File: src/rtl/ad9653_bitslip_align.sv
// Word-alignment trainer for the AD9653 LVDS capture path (clk_div domain).
// While the ADC emits a fixed test pattern, each lane is trained in turn:
// wait for the data to settle, compare against the pattern, request a bitslip
// on mismatch, and accept the lane after MATCH_CNT consecutive matches.
module ad9653_bitslip_align #(
    parameter int DWIDTH    = 8,
    parameter int SETTLE    = 16,
    parameter int MATCH_CNT = 8,
    parameter int PULSE_LEN = 2
) (
    input  logic                  clk,
    input  logic                  reset_n,
    input  logic                  start,
    input  logic [7:0]            pattern,
    input  logic [8*DWIDTH-1:0]   dout,
    output logic [DWIDTH-1:0]     bitslip,
    output logic                  busy,
    output logic                  done,
    output logic [DWIDTH-1:0]     lane_ok,
    output logic [3*DWIDTH-1:0]   slip_cnt
);

    localparam int LW = (DWIDTH > 1) ? $clog2(DWIDTH) : 1;
    localparam int SW = $clog2(SETTLE + 1);
    localparam int MW = $clog2(MATCH_CNT + 1);
    localparam int PW = $clog2(PULSE_LEN + 1);

    typedef enum logic [2:0] {
        S_IDLE,
        S_SETTLE,
        S_CHECK,
        S_PULSE,
        S_NEXT,
        S_DONE
    } state_t;

    state_t                 state, state_n;
    logic [LW-1:0]          lane, lane_n;
    logic [SW-1:0]          settle_cnt, settle_n;
    logic [MW-1:0]          match_cnt, match_n;
    logic [PW-1:0]          pulse_cnt, pulse_n;
    logic [DWIDTH-1:0]      lane_ok_n, bitslip_n;
    logic [3*DWIDTH-1:0]    slip_n;
    logic                   busy_n, done_n;
    logic [7:0]             lane_word;
    logic [2:0]             cur_slip;

    // Next-state and next-output logic; every output is registered below, so
    // the outputs are derived from the state being entered.
    always_comb begin
        // NOTE: every signal gets a default before the case so no path can leave
        // it unassigned, which would otherwise infer a latch.
        state_n   = state;
        lane_n    = lane;
        settle_n  = settle_cnt;
        match_n   = match_cnt;
        pulse_n   = pulse_cnt;
        lane_ok_n = lane_ok;
        slip_n    = slip_cnt;
        lane_word = dout[8*lane +: 8];
        cur_slip  = slip_cnt[3*lane +: 3];

        case (state)
            S_IDLE, S_DONE: begin
                if (start) begin
                    lane_ok_n = '0;
                    slip_n    = '0;
                    lane_n    = '0;
                    settle_n  = '0;
                    state_n   = S_SETTLE;
                end
            end
            S_SETTLE: begin
                if (settle_cnt == SW'(SETTLE - 1)) begin
                    settle_n = '0;
                    match_n  = '0;
                    state_n  = S_CHECK;
                end else begin
                    settle_n = settle_cnt + 1'b1;
                end
            end
            S_CHECK: begin
                if (lane_word == pattern) begin
                    if (match_cnt == MW'(MATCH_CNT - 1)) begin
                        lane_ok_n[lane] = 1'b1;
                        state_n         = S_NEXT;
                    end else begin
                        match_n = match_cnt + 1'b1;
                    end
                end else if (cur_slip != 3'd7) begin
                    slip_n[3*lane +: 3] = cur_slip + 3'd1;
                    pulse_n             = '0;
                    state_n             = S_PULSE;
                end else begin
                    // Every boundary position tried: the lane is reported as failed.
                    state_n = S_NEXT;
                end
            end
            S_PULSE: begin
                if (pulse_cnt == PW'(PULSE_LEN - 1)) begin
                    settle_n = '0;
                    state_n  = S_SETTLE;
                end else begin
                    pulse_n = pulse_cnt + 1'b1;
                end
            end
            S_NEXT: begin
                if (lane == LW'(DWIDTH - 1)) begin
                    state_n = S_DONE;
                end else begin
                    lane_n   = lane + 1'b1;
                    settle_n = '0;
                    state_n  = S_SETTLE;
                end
            end
            default: state_n = S_IDLE;
        endcase

        bitslip_n = '0;
        if (state_n == S_PULSE) bitslip_n[lane_n] = 1'b1;
        busy_n = (state_n == S_SETTLE) || (state_n == S_CHECK) ||
                 (state_n == S_PULSE)  || (state_n == S_NEXT);
        done_n = (state_n == S_DONE);
    end

    // State, counters and registered outputs; reset clears everything at once.
    always_ff @(posedge clk or negedge reset_n) begin
        if (!reset_n) begin
            state      <= S_IDLE;
            lane       <= '0;
            settle_cnt <= '0;
            match_cnt  <= '0;
            pulse_cnt  <= '0;
            lane_ok    <= '0;
            slip_cnt   <= '0;
            bitslip    <= '0;
            busy       <= 1'b0;
            done       <= 1'b0;
        end else begin
            // NOTE: non-blocking assignments so every register samples the
            // pre-edge values, independent of statement order.
            state      <= state_n;
            lane       <= lane_n;
            settle_cnt <= settle_n;
            match_cnt  <= match_n;
            pulse_cnt  <= pulse_n;
            lane_ok    <= lane_ok_n;
            slip_cnt   <= slip_n;
            bitslip    <= bitslip_n;
            busy       <= busy_n;
            done       <= done_n;
        end
    end

endmodule

File: config.mk
export PLATFORM = sky130hd
export DESIGN_NAME = ad9653_bitslip_align
export DESIGN_NICKNAME = d
export VERILOG_FILES = /design/src/rtl/ad9653_bitslip_align.sv
export SDC_FILE = /design/constraint.sdc
export NUM_CORES = 1
export LEC_CHECK = 0
export CORE_MARGIN = 8
export CORE_UTILIZATION = 45
export DETAILED_ROUTE_END_ITERATION = 8
export GPL_ROUTABILITY_DRIVEN = 0
export PLACE_DENSITY = 0.78
export SLEW_MARGIN = 20
export SYNTH_ARGS = -nofsm -noshare
export SYNTH_HDL_FRONTEND = slang
export SYNTH_SLANG_ARGS = --single-unit
export TNS_END_PERCENT = 30
File: constraint.sdc
create_clock -name clk -period 8.1 [get_ports clk]
set_input_delay 1.215 -clock clk [delete_from_list [all_inputs] [get_ports clk]]
set_output_delay 1.215 -clock clk [all_outputs]
set_load 0.05 [all_outputs]
==> impl_metrics.json <==
{
  "outcome": "finished, final reports clean",
  "synth_edf_count": 0,
  "setup_violations": 0,
  "grt_pass1_vias": 3520,
  "hp-class": "flop to flop",
  "die_h_um": 107,
  "tightestPinTransition_ps": 1010,
  "place_area_mm2": 0.00490,
  "dr.first_iter.drc_count": 178,
  "post_drt_via_cell_ratio": 5.82,
  "ios": 117,
  "r2r_end": "match_cnt[3]",
  "hold_viol": 0,
  "antenna_found_initial": 0,
  "rsz0062_at_grt": "false",
  "final-max-slew-violation-count": 0,
  "synth_seq_area_share_pct": 39.7,
  "synthDistinctLibCells": 62,
  "num-fill-cells": 661,
  "leakagePower_uw": 0.00210,
  "syn_area_mm2": 0.00372,
  "seq_area_mm2": 0.00148,
  "drv_cap": 0,
  "drc_errors": 0,
  "reg2reg_from": "lane[2]",
  "hold_start": "lane_ok[5]",
  "slew_headroom_pct": 32.4,
  "cp_max_fo": 19,
  "worst-endpoint-required_ps": 8380,
  "finalInstanceArea_mm2": 0.00518,
  "postCtsHoldBufs": 0,
  "cts_made_buffers": 9,
  "ir_drop_uv": 168,
  "finalPower_uw": 1120,
  "dr.pass1.iters": 5,
  "groute.usage.overall_pct": 19.6,
  "dp_slack_ps": 4020,
  "core_region_area_mm2": 0.00813,
  "syn_nets": 466,
  "multi_input_area_mm2": 0.00209,
  "start_kind": "input pin",
  "layout_commonest_cell": "clkdlybuf4s50_1",
  "synth_cells": 382,
  "drt_wl_total_mm": 11.2,
  "rows": 33,
  "ctsHtreeMaxLevel": 3,
  "final_cell_mix": "clkdlybuf4s50_1 (115), dfrtp_1 (58), nand2_1 (48)",
  "cts_setup_buffers": 0,
  "final_nets": 575,
  "holdPathStages": 1,
  "syn2layout_area_growth_pct": 39.3,
  "drive_gt1_share_pct": 9.88,
  "worst-setup-path-type": "input pin to flop",
  "syn_area_per_cell_um2": 9.73,
  "grt_pass1_wl_mm": 17.9,
  "fin_crit_sh_pct": 45.6,
  "yosysWarnings": 0,
  "max_freq_mhz": 271,
  "cts_buffer_depth": 2,
  "worstPathArrival_ps": 3970,
  "clock_sinks": 59,
  "critical_path.endpoint_type": "flop",
  "ys.flop_type": "dfrtp_1",
  "routedWlPerCell_um": 18.7,
  "async_flop_share_pct": 100,
  "fin_tns_setup_ps": 0,
  "cts_tree": "done",
  "clkTransAtPathRegs_ps": 70,
  "antenna_left": 0,
  "worst_slack_ps": 4410,
  "grt_max_degree": 60,
  "die_w_um": 107,
  "whs_ps": 496,
  "diodes": 0,
  "cts_root_buf": "clkbuf_8",
  "dieArea_mm2": 0.0114,
  "vias": 3496,
  "ys_ff_latch": 59,
  "fin_skew_ps": 9.86,
  "powerDensity_mw_per_mm2": 216,
  "dp_hpwl_mm": 8.51,
  "cts_resized": 0,
  "insertion_delay_ps": 350,
  "rr_worst_depth": 7,
  "start_util_pct": 45.7,
  "min_period_ps": 3690,
  "port-buffer-count": 116,
  "gr-total-overflow": 0,
  "reg2reg_slack_ps": 4540,
  "holdPathEnd": "lane_ok[5]"
}
-- sequential cells by signal (all words and copies together), names as in the netlist --
register / cells
slip_cnt: 24
bitslip: 8
lane_ok: 8
settle_cnt: 5
match_cnt: 4
lane: 3
state: 3
pulse_cnt: 2
busy: 1
done: 1
-- area by class of cell --
class                      instances  share of cell area, %
clock buffer                      12                   3.00
clock inverter                     4                   2.32
inverter                          10                  0.725
multi-input combinational        293                   40.3
sequential                        59                   28.5
tap                              105                   2.54
timing repair buffer             118                   22.6
-- cells in the mapped netlist (3+ instances only) --
| cell type | n | area, um2 |
|---|---|---|
| nor4_1 | 10 | 62.6 |
| o2bb2ai_1 | 18 | 158 |
| mux2_2 | 13 | 146 |
| inv_1 | 9 | 33.8 |
| a211oi_1 | 4 | 30.0 |
| xnor2_1 | 5 | 43.8 |
| a22oi_1 | 3 | 22.5 |
| a32o_1 | 4 | 40.0 |
| o22ai_1 | 7 | 43.8 |
| nor3_1 | 4 | 20.0 |
| ha_1 | 9 | 113 |
| mux4_2 | 6 | 135 |
| or3_1 | 3 | 18.8 |
| mux2i_1 | 21 | 210 |
| or2_2 | 4 | 25.0 |
| nand2b_1 | 6 | 37.5 |
| a22o_1 | 3 | 26.3 |
| nand2_1 | 48 | 180 |
| buf_2 | 4 | 20.0 |
| a21oi_1 | 8 | 40.0 |
| nor2_1 | 31 | 116 |
| clkbuf_1 | 11 | 41.3 |
| nand3_1 | 10 | 50.1 |
| nor2b_1 | 8 | 50.1 |
| dfrtp_1 | 59 | 1480 |
| o21a_1 | 10 | 75.1 |
| o21ai_0 | 18 | 90.1 |
-- cells by family after synthesis --
kind of cell / after synthesis / share of synthesized area [%]
adders and majority gates: 10 / 3.30
and+or+nand+nor: 139 / 18.5
buffers and inverters: 30 / 4.21
muxes: 41 / 13.5
AOI/OAI and AO/OA: 96 / 19.1
DFF: 59 / 39.7
xor gates and xnor gates: 7 / 1.65
-- per-stage QoR --
step	instances	utilization [%]
final	601	63.7
after detailed placement	585	60.3
after floorplan	382	-
after global routing	601	63.7
after global placement	585	60.3
after CTS	601	63.7
-- critical path, cell delays in order --
cell and delay (ps):
clkdlybuf4s50_1 460, mux2i_1 80, mux4_2 520, xnor2_1 150, nor4_2 330, nand4_2 440, or4b_1 640, a21oi_1 140
-- power by group --
part / total [uW] / leakage [uW] / internal (uW) / switching, uW
clock network: 367 / 0.000137 / 252 / 115
registers: 388 / 0.000790 / 329 / 58.5
logic: 362 / 0.00118 / 161 / 202
-- metal layers --
layer  GRT usage (%)  vias up  part of all wire [%]
met2            30.5      152                    46
met3            6.48       20                   9.3
met4            8.94        0                   1.8
li1                -     1644                     -
met5               0        -                     0
met1            24.1     1680                    43
-- how the worst max path moves through the flow --
stage	cells past startpoint	start	endpoint	slack [ps]
final	8	dout[45]	match_cnt[3]	4410
after global routing	8	dout[61]	match_cnt[3]	4240
after CTS	8	dout[13]	match_cnt[3]	4390
after detailed placement	8	dout[13]	match_cnt[3]	4020
after global placement	8	dout[37]	match_cnt[3]	4070
after floorplan	7	dout[45]	match_cnt[3]	4980
Power figures use the tool's default switching activity.
